**src/rtl/ft_host_pkg.sv**
```systemverilog
// rtl/ft_host_pkg.sv - shared tag codes, opcodes and state encodings for the FT245 host interface
package ft_host_pkg;

    typedef enum logic [1:0] {
        TAG_CMD  = 2'd0,
        TAG_ADDR = 2'd1,
        TAG_DATA = 2'd2
    } tag_e;

    typedef enum logic [1:0] {
        BUS_IDLE,
        BUS_OE,
        BUS_READ,
        BUS_RELEASE
    } bus_state_e;

    typedef enum logic [1:0] {
        FR_HUNT,
        FR_CMD,
        FR_ADDR,
        FR_DATA
    } frame_state_e;

    localparam logic [3:0] OP_WRITE          = 4'd1;
    localparam logic [3:0] OP_READ           = 4'd2;
    localparam logic [7:0] SYNC_BYTE_DEFAULT = 8'hCD;

    // A write command with a zero length still carries one data word.
    function automatic logic [23:0] write_len(input logic [23:0] n);
        return (n == 24'd0) ? 24'd1 : n;
    endfunction

endpackage

```
**src/rtl/ft245_word_packer.sv**
```systemverilog
// rtl/ft245_word_packer.sv - packs accepted bytes MSB-first into 32-bit words
module ft245_word_packer (
    input  logic        ftdi_clk,
    input  logic        rst,
    input  logic        i_clear,
    input  logic        i_byte_valid,
    input  logic [7:0]  i_byte,
    output logic        o_word_done,
    output logic [31:0] o_word
);

    logic [1:0]  r_cnt;
    logic [23:0] r_shift;

    always_ff @(posedge ftdi_clk) begin
        if (rst || i_clear) begin
            r_cnt   <= 2'd0;
            r_shift <= 24'd0;
        end else if (i_byte_valid) begin
            r_cnt   <= r_cnt + 2'd1;
            r_shift <= {r_shift[15:0], i_byte};
        end
    end

    assign o_word_done = i_byte_valid && (r_cnt == 2'd3);
    assign o_word      = {r_shift, i_byte};

endmodule

```
**src/rtl/ft245_sync_rx_deframer.sv**
```systemverilog
// rtl/ft245_sync_rx_deframer.sv - FT245 sync-FIFO read front end and CMD/ADDR/DATA deframer
// Optional idle timeout build: FT_RX_TIMEOUT_EN
module ft245_sync_rx_deframer
    import ft_host_pkg::*;
#(
    parameter logic [7:0] SYNC_BYTE = SYNC_BYTE_DEFAULT,
    parameter int         FREE_W    = 6,
    parameter int         HEADROOM  = 4
`ifdef FT_RX_TIMEOUT_EN
    , parameter int       TIMEOUT_CYCLES = 1024
`endif
) (
    input  logic              ftdi_clk,
    input  logic              rst,
    input  logic [7:0]        ftdi_data_i,
    input  logic              ftdi_rde_n,
    output logic              ftdi_oe_n,
    output logic              ftdi_rd_n,
    input  logic [FREE_W-1:0] fifo_free,
    output logic              fifo_wr,
    output logic [31:0]       fifo_data,
    output logic [1:0]        fifo_tag,
    output logic              fifo_eof,
    output logic              frame_active,
    output logic              sync_err
`ifdef FT_RX_TIMEOUT_EN
    , output logic            timeout_err
`endif
);

    bus_state_e   r_bus, w_bus_nxt;
    frame_state_e r_frame, w_frame_nxt;
    logic         r_oe_n, r_rd_n, w_oe_n_d, w_rd_n_d;
    logic [23:0]  r_word_cnt, w_word_cnt_nxt;
    logic         r_fifo_wr, r_fifo_eof, r_frame_active, r_sync_err;
    logic [31:0]  r_fifo_data;
    tag_e         r_fifo_tag, w_tag;
    logic         w_room, w_byte_acc, w_pack_valid, w_word_done, w_eof, w_sync_err, w_timeout;
    logic [31:0]  w_word;

    assign w_room       = fifo_free >= FREE_W'(HEADROOM);
    assign w_byte_acc   = !r_rd_n && !ftdi_rde_n;
    assign w_pack_valid = w_byte_acc && (r_frame != FR_HUNT);

    ft245_word_packer u_packer (
        .ftdi_clk     (ftdi_clk),
        .rst          (rst),
        .i_clear      (w_timeout),
        .i_byte_valid (w_pack_valid),
        .i_byte       (ftdi_data_i),
        .o_word_done  (w_word_done),
        .o_word       (w_word)
    );

    always_ff @(posedge ftdi_clk) begin
        if (rst) begin
            r_bus  <= BUS_IDLE;
            r_oe_n <= 1'b1;
            r_rd_n <= 1'b1;
        end else begin
            r_bus  <= w_bus_nxt;
            r_oe_n <= w_oe_n_d;
            r_rd_n <= w_rd_n_d;
        end
    end

    always_comb begin
        w_bus_nxt = r_bus;
        case (r_bus)
            BUS_IDLE:    if (!ftdi_rde_n && w_room) w_bus_nxt = BUS_OE;
            BUS_OE:      w_bus_nxt = BUS_READ;
            BUS_READ:    if (ftdi_rde_n || !w_room) w_bus_nxt = BUS_RELEASE;
            BUS_RELEASE: w_bus_nxt = BUS_IDLE;
            default:     w_bus_nxt = BUS_IDLE;
        endcase
    end

    // Outputs follow the next state so the pins are registered with it.
    always_comb begin
        w_oe_n_d = !((w_bus_nxt == BUS_OE) || (w_bus_nxt == BUS_READ));
        w_rd_n_d = (w_bus_nxt != BUS_READ);
    end

    always_ff @(posedge ftdi_clk) begin
        if (rst) begin
            r_frame        <= FR_HUNT;
            r_word_cnt     <= 24'd0;
            r_fifo_wr      <= 1'b0;
            r_fifo_data    <= 32'd0;
            r_fifo_tag     <= TAG_CMD;
            r_fifo_eof     <= 1'b0;
            r_frame_active <= 1'b0;
            r_sync_err     <= 1'b0;
        end else begin
            r_frame        <= w_frame_nxt;
            r_word_cnt     <= w_word_cnt_nxt;
            r_fifo_wr      <= w_word_done;
            r_fifo_eof     <= w_eof;
            r_frame_active <= (w_frame_nxt != FR_HUNT);
            r_sync_err     <= w_sync_err;
            if (w_word_done) begin
                r_fifo_data <= w_word;
                r_fifo_tag  <= w_tag;
            end
        end
    end

    always_comb begin
        w_frame_nxt    = r_frame;
        w_word_cnt_nxt = r_word_cnt;
        case (r_frame)
            FR_HUNT: if (w_byte_acc && (ftdi_data_i == SYNC_BYTE)) w_frame_nxt = FR_CMD;
            FR_CMD: if (w_word_done) begin
                if (w_word[27:24] == OP_WRITE) begin
                    w_word_cnt_nxt = write_len(w_word[23:0]);
                    w_frame_nxt    = FR_ADDR;
                end else if (w_word[27:24] == OP_READ) begin
                    w_word_cnt_nxt = 24'd0;
                    w_frame_nxt    = FR_ADDR;
                end else begin
                    w_frame_nxt    = FR_HUNT;
                end
            end
            FR_ADDR: if (w_word_done) w_frame_nxt = (r_word_cnt == 24'd0) ? FR_HUNT : FR_DATA;
            FR_DATA: if (w_word_done) begin
                w_word_cnt_nxt = r_word_cnt - 24'd1;
                if (r_word_cnt == 24'd1) w_frame_nxt = FR_HUNT;
            end
            default: w_frame_nxt = FR_HUNT;
        endcase
        if (w_timeout) w_frame_nxt = FR_HUNT;
    end

    // A completed word that sends the frame back to HUNT is by construction the eof word.
    always_comb begin
        w_eof      = w_word_done && (w_frame_nxt == FR_HUNT);
        w_sync_err = w_byte_acc && (r_frame == FR_HUNT) && (ftdi_data_i != SYNC_BYTE);
        case (r_frame)
            FR_CMD:  w_tag = TAG_CMD;
            FR_ADDR: w_tag = TAG_ADDR;
            default: w_tag = TAG_DATA;
        endcase
    end

`ifdef FT_RX_TIMEOUT_EN
    logic [15:0] r_idle_cnt;
    logic        r_timeout_err;

    assign w_timeout = r_frame_active && !w_byte_acc && (r_idle_cnt == 16'(TIMEOUT_CYCLES - 1));

    always_ff @(posedge ftdi_clk) begin
        if (rst || w_byte_acc || !r_frame_active || w_timeout) r_idle_cnt <= 16'd0;
        else                                                    r_idle_cnt <= r_idle_cnt + 16'd1;
        if (rst) r_timeout_err <= 1'b0;
        else     r_timeout_err <= w_timeout;
    end

    assign timeout_err = r_timeout_err;
`else
    assign w_timeout = 1'b0;
`endif

    assign ftdi_oe_n    = r_oe_n;
    assign ftdi_rd_n    = r_rd_n;
    assign fifo_wr      = r_fifo_wr;
    assign fifo_data    = r_fifo_data;
    assign fifo_tag     = r_fifo_tag;
    assign fifo_eof     = r_fifo_eof;
    assign frame_active = r_frame_active;
    assign sync_err     = r_sync_err;

endmodule

```
**config.mk**
```make
export PLATFORM = sky130hd
export DESIGN_NAME = ft245_sync_rx_deframer
export DESIGN_NICKNAME = d
export VERILOG_FILES = /design/src/rtl/ft_host_pkg.sv /design/src/rtl/ft245_word_packer.sv /design/src/rtl/ft245_sync_rx_deframer.sv
export SDC_FILE = /design/constraint.sdc
export NUM_CORES = 1
export LEC_CHECK = 0
export ABC_AREA = 1
export ABC_CLOCK_PERIOD_IN_PS = 2000
export BUFFER_PORTS_ARGS = -buffer_cell sky130_fd_sc_hd__buf_4
export CAP_MARGIN = 20
export CORE_AREA = 8 8 130 132
export CTS_CLUSTER_DIAMETER = 120
export DETAILED_ROUTE_END_ITERATION = 16
export DIE_AREA = 0 0 138 140
export PLACE_DENSITY = 0.55
export SETUP_SLACK_MARGIN = 0.15
export SYNTH_ARGS = -nofsm -noshare
export SYNTH_HDL_FRONTEND = slang
export SYNTH_SLANG_ARGS = --single-unit
```
**constraint.sdc**
```tcl
create_clock -name ftdi_clk -period 2 [get_ports ftdi_clk]
set_clock_uncertainty 0.2 [all_clocks]
set_input_delay 0.5 -clock ftdi_clk [delete_from_list [all_inputs] [get_ports ftdi_clk]]
set_output_delay 0.5 -clock ftdi_clk [all_outputs]
set_load 0.02 [all_outputs]
```
* Yosys cells after proc, flatten, opt, wreduce, memory -nomap -nowiden
Cells that the tools add are included.
** Storage, ports and cells
- Flip-flop bits (word level) :: 94
- Word-level logic and storage cells :: 76
** Cells by class
- Add/subtract/negate cells :: 2
- Order comparisons :: 1
- Eq/ne operators :: 18
- Multiplexer cells :: 19
- Reduce and logical (&&, ||, !) cells :: 23
** Operator list (number)
- 24-bit 2-to-1 mux :: 5
- 24-bit logical NOT :: 2
- 24-bit case mux with 2 select lines :: 1
- 24-bit by 1-bit == test with 1-bit output (second input constant) :: 1
- 24-bit by 1-bit subtractor with 24-bit output (second input constant) :: 1
- 2-bit 2-to-1 mux :: 10
- 2-bit case mux with 4 select lines :: 2
- 2-bit == test (second input constant) :: 6
- 8-bit == test (second input constant) :: 1
- 1-bit logical AND :: 8
- 8-bit inequality test (second input constant) :: 1
- 2-bit by 1-bit == test with 1-bit output (second input constant) :: 3
- 6-bit by 3-bit >= comparator with 1-bit output (second input constant) :: 1
- 2-bit logical NOT :: 3
- 2-bit inequality test (second input constant) :: 3
- 2-bit nonzero test :: 3
- 4-bit by 1-bit == test with 1-bit output (second input constant) :: 1
- 4-bit by 2-bit == test with 1-bit output (second input constant) :: 1
- 1-bit logical NOT :: 4
- 2-bit case mux with 2 select lines :: 1
- 4-bit AND reduction :: 1
- 3-bit inequality test (second input constant) :: 1
- 2-bit by 1-bit adder with 2-bit output (second input constant) :: 1
- 1-bit logical OR :: 2

* Depth between registers and ports, before layout
- Word-level depth :: 8
- Mapped depth :: 12
- Mapped depth without buffers :: 12

* Hierarchy
A second synthesis with hierarchy kept.
** Second synthesis, totals
- Cell total of the unflattened synthesis :: 680
- Area, all modules :: 4662.0 µm²
** By module, submodules not included
- ft245_sync_rx_deframer :: instances 1, cells each 505, area each 3499.6 µm², sequential area each 1361.3 µm²
- ft245_word_packer :: instances 1, cells each 175, area each 1162.4 µm², sequential area each 520.5 µm²

* Least setup slack after synthesis
Ideal clock, no wire load.
- Path kind :: input to register
- Start point :: input fifo_free[5]
- End point :: register r_oe_n (netlist: ftdi_oe_n)
- Data arrival time :: 1620 ps
- Required time :: 1677 ps
- Path slack :: 57 ps
- Stages on the path :: 8
- Path buffers :: 0
- Cell sequence :: nor4_1 > nor2_1 > nand2_1 > nand2_1 > o21ai_0 > inv_1 > ha_1 > or2_2
** On the way
- Cells in the longest elaborated chain, start to end :: 8
** Ends and longest elaborated chain
- from (decl) :: line ft245_sync_rx_deframer.sv:19 : input logic [FREE_W-1:0] fifo_free,
- 6-bit by 3-bit >= comparator with 1-bit output (*) :: line ft245_sync_rx_deframer.sv:41 : assign w_room = fifo_free >= FREE_W'(HEADROOM);
- 1-bit logical NOT :: line ft245_sync_rx_deframer.sv:72 : BUS_READ: if (ftdi_rde_n || !w_room) w_bus_nxt = BUS_RELEASE;
- 1-bit logical OR :: line ft245_sync_rx_deframer.sv:72
- 2-bit 2-to-1 mux :: line ft245_sync_rx_deframer.sv:72
- 2-bit case mux with 4 select lines (*) :: line ft245_sync_rx_deframer.sv:69 : case (r_bus)
- 2-bit by 1-bit == test with 1-bit output / 2-bit == test (equally long branches) :: line ft245_sync_rx_deframer.sv:80 : w_oe_n_d = !((w_bus_nxt == BUS_OE) || (w_bus_nxt == BUS_READ));
- 1-bit logical OR (*) :: line ft245_sync_rx_deframer.sv:80
- 1-bit logical NOT (*) :: line ft245_sync_rx_deframer.sv:80
- net w_oe_n_d :: line ft245_sync_rx_deframer.sv:33 : logic r_oe_n, r_rd_n, w_oe_n_d, w_rd_n_d;
- to (signal assigned) :: line ft245_sync_rx_deframer.sv:62 : r_oe_n <= w_oe_n_d;
- to (decl) :: line ft245_sync_rx_deframer.sv:33
Mark *: on every way through the listed nets, which the timed path passes. The rest lies on a longest branch.
A chain may end at the register's enable or synchronous reset.

* Final worst setup path
- Start point :: register r_frame[1]
- End point :: register u_packer.r_cnt[1]
** On the way
- Cells in the longest elaborated chain, start to end :: 2
** Ends and longest elaborated chain
- from (decl) :: line ft245_sync_rx_deframer.sv:32 : frame_state_e r_frame, w_frame_nxt;
- from (signal assigned) :: line ft245_sync_rx_deframer.sv:95 : r_frame <= w_frame_nxt;
- 2-bit nonzero test :: line ft245_sync_rx_deframer.sv:43 : assign w_pack_valid = w_byte_acc && (r_frame != FR_HUNT);
- 1-bit logical AND :: line ft245_sync_rx_deframer.sv:43
- to (signal assigned) :: line ft245_word_packer.sv:20 : r_cnt <= r_cnt + 2'd1;
- to (decl) :: line ft245_word_packer.sv:12 : logic [1:0] r_cnt;
No other way between the ends.

==> results_dict.tcl <==
set metrics [dict create \
    dp.cells 815 \
    drv_cap 0 \
    regArea_um2 1890 \
    insertion_delay_ps 350 \
    fill_cells 1550 \
    muxShareOfSynthArea 0 \
    drive_gt1_frac 0.244 \
    port_buffers 54 \
    drt_iter0_markers 354 \
    fin_util 0.379 \
    synth.avg_cell_area_um2 7.53 \
    cts_buffers 9 \
    multi_input_area_um2 2180 \
    stdcell_count 845 \
    critPathLaunchType "flip-flop" \
    ant_nets 0 \
    ys_seq_area_frac 0.428 \
    worstMarginPinSlew_ps 356 \
    routedWlPerCell_um 15.5 \
    synthesis.area_um2 4390 \
    ctsHoldBuffers 0 \
    power_frac_comb 0.054 \
    grt_pass1_vias 3920 \
    crit_path_max_fanout 22 \
    seq_power_share 0.490 \
    slew_violations 0 \
    rsz0062_at_grt "true" \
    start_util 0.295 \
    drc 0 \
    cpMaxStageDelayCell "dfxtp_4" \
    cts_buffer_depth 2 \
    dieHeight_um 140 \
    finalSetupViolCount 0 \
    worstSetupEndpoint "u_packer.r_cnt[1]$_SDFFE_PP0P_" \
    die_area_um2 19300 \
    clockPowerShare 0.456 \
    p_int_uw 3010 \
    worstRegToRegCells 10 \
    hold_class "input pin to flip-flop" \
    io_pins 57 \
    switching_share 0.223 \
    htree_levels 3 \
    fmax_mhz 547 \
    design_area_um2 5630 \
    r2r-start "r_frame[1]$_SDFF_PP0_" \
    synth-seq-cells 94 \
    yosysWarnings 0 \
    rr_endpoint "u_packer.r_cnt[1]$_SDFFE_PP0P_" \
    worstPathArrival_ps 1870 \
    period_share 0.914 \
    cts-root-buf "clkbuf_16" \
    status "finished clean" \
    core_um2 14900 \
    synth_compound_area_frac 0.214 \
    r2r_slack_ps 170 \
    endpoint_kind "flip-flop" \
    wirelength_um 13100 \
    period_minus_slack_ps 1830 \
    synth_nets 611 \
    antenna_found_initial 0 \
    power_density_nw_per_um2 687 \
    startpoint "r_frame[1]$_SDFF_PP0_" \
    place.gp.congestion 0.856 \
    cts.sinks 94 \
    worstSetupPathType "flip-flop to flip-flop" \
    ys_types 38 \
    grt_first_pass_wirelength_um 20600 \
    hold_violations 0 \
    crit_chain "inv_4, ha_4, inv_4, buf_4, nand2_2, buf_12, clkinvlp_4, buf_4, nor2_1, nor2_1" \
    syn_to_final_growth_pct 28.3 \
    synthXorXnorAreaFrac 0.0160 \
    nets 681 \
    die_w_um 138 \
    power_leakage_uw 0.00235 \
    synth_top_family_by_area "simple AND/OR/NAND/NOR gates" \
    antenna_cells 0 \
    track_usage 0.131 \
    path_clk_slew_ps 70 \
    slowest_delay_ps 350 \
    hpwl_um 9110 \
    synthCells 583 \
    vias 4131 \
    tns_ps 0 \
    place_area_um2 5070 \
    drtPass1Iterations 4 \
    grt.overflow.total 0 \
    p_sw_uw 861 \
    relSlewSlack 0.760 \
    required_ps 2040 \
    grt_max_degree 62 \
    synthSimpleGateAreaFrac 0.215 \
    viasPerCell 4.89 \
    synth_fa_ha_area_frac 0.0313 \
    peakVddDrop_v 0.000414 \
    cts_tree "done" \
    row_count 45 \
]
[metrics by stage]
| step | hold WS (ps) | setup slack (ps) | total power, µW |
|---|---|---|---|
| 6_report | 246 | 173 | 3870 |
| 5_1_grt | 264 | 58.0 | 4010 |
| 4_1_cts | 240 | 159 | 3910 |
| 3_5_place_dp | 256 | -73.5 | 2150 |
| 3_3_place_gp | 255 | -59.3 | 2140 |
| 2_1_floorplan | 237 | 132 | 2050 |
[worst min-delay path by stage]
| stage | start | endpoint | depth (start not counted) |
|---|---|---|---|
| 2_1_floorplan | u_packer.r_shift[20]$_SDFFE_PP0P_ | fifo_data[28]$_SDFFE_PP0P_ | 2 |
| 3_3_place_gp | fifo_data[28]$_SDFFE_PP0P_ | fifo_data[28]$_SDFFE_PP0P_ | 2 |
| 3_5_place_dp | fifo_tag[0]$_SDFFE_PP0P_ | fifo_tag[0]$_SDFFE_PP0P_ | 2 |
| 4_1_cts | ftdi_data_i[4] | u_packer.r_shift[4]$_SDFFE_PP0P_ | 3 |
| 5_1_grt | ftdi_data_i[4] | u_packer.r_shift[4]$_SDFFE_PP0P_ | 3 |
| 6_report | ftdi_data_i[4] | u_packer.r_shift[4]$_SDFFE_PP0P_ | 3 |
[worst max-delay path, delay by kind of cell (launching register included)]
kind	cells	cell delay, ps
adders and majority gates	1	150
DFF	1	350
buffers and inverters	6	730
and+or+nand+nor	3	280
[synthesized netlist by cell type]
master / instances / area, µm²
nand4_1: 6 / 37.5
dfxtp_1: 94 / 1880
buf_6: 3 / 33.8
o22ai_1: 3 / 18.8
o21a_1: 2 / 15.0
xor2_1: 4 / 35.0
ha_1: 11 / 138
nor2_1: 26 / 97.6
nand2_4: 1 / 11.3
nor3_1: 6 / 30.0
clkbuf_1: 14 / 52.6
a211oi_1: 1 / 7.51
xnor2_1: 4 / 35.0
nor3_4: 1 / 16.3
buf_2: 11 / 55.1
o21ai_0: 74 / 370
inv_2: 13 / 48.8
o21ai_2: 1 / 8.76
o21ai_1: 16 / 80.1
nand4_4: 1 / 21.3
buf_1: 1 / 3.75
inv_1: 60 / 225
nor3_2: 1 / 10.0
a21oi_2: 2 / 17.5
nand2_1: 75 / 282
nor2_2: 7 / 43.8
o32ai_1: 1 / 8.76
nor2_4: 5 / 56.3
o211ai_1: 3 / 22.5
nand3_4: 1 / 17.5
a21oi_1: 75 / 375
nand3_1: 48 / 240
nand3_2: 1 / 10.0
a22oi_1: 2 / 15.0
nor2_8: 1 / 20.0
or2_2: 1 / 6.26
nor4_1: 4 / 25.0
nand2_2: 3 / 18.8
[logic make-up (layout without fill, tap and decap cells)]
group / after synthesis / count (layout)
simple gates: 188 / 189
fa+ha+maj: 11 / 11
flops: 94 / 94
buf+inv: 102 / 175
xor+xnor: 8 / 8
compound gates: 180 / 180
[registers in the layout, indices dropped and copies added, names as in the netlist]
register and count:
fifo_data 32, r_word_cnt 24, u_packer.r_shift 24, fifo_tag 2, r_bus 2, r_frame 2, u_packer.r_cnt 2, fifo_eof 1
fifo_wr 1, frame_active 1, ftdi_oe_n 1, ftdi_rd_n 1, sync_err 1
[layer usage]
metal	part of all wire	GRT usage
met5	0	0
met4	0.025	0.0589
met3	0.065	0.0311
met2	0.45	0.204
met1	0.46	0.169
[power groups by stage]
stage	combinational (µW)	clock, µW	sequential (µW)
floorplan	99.1	0	1960
global placement	199	0	1940
detailed placement	206	0	1940
CTS	209	1810	1900
global route	226	1890	1900
finish	207	1760	1900
[cell type report]
type                            count  share of cell area
Clock buffer                       11              0.0449
Timing Repair Buffer               86               0.128
Sequential cell                    94               0.336
Multi-Input combinational cell    388               0.387
Inverter                           73              0.0522
Timing Repair inverter              1             0.00133
Tap cell                          188              0.0418
Clock inverter                      4             0.00955
[timing repair]
item,CTS,global route
setup endpoints to repair,33,56
pin swaps,1,11
gates cloned,2,2
setup buffers,5,6
resized for setup,13,29
[layout by cell type (no fill, tap or decap), types with 4 or more instances in the layout]
| cell | n |
|---|---|
| inv_4 | 5 |
| nand3_1 | 48 |
| xor2_1 | 4 |
| nor2_4 | 6 |
| ha_1 | 8 |
| clkinvlp_4 | 5 |
| a21oi_1 | 73 |
| nor3_1 | 5 |
| o21ai_0 | 65 |
| inv_1 | 54 |
| dfxtp_1 | 91 |
| a21oi_2 | 4 |
| nand2_2 | 4 |
| o21ai_1 | 25 |
| nand2_1 | 74 |
| buf_4 | 80 |
| nor2_2 | 7 |
| nand4_1 | 6 |
| xnor2_1 | 4 |
| inv_2 | 12 |
| clkbuf_16 | 11 |
| nor2_1 | 25 |
Power figures use the tool's default switching activity.
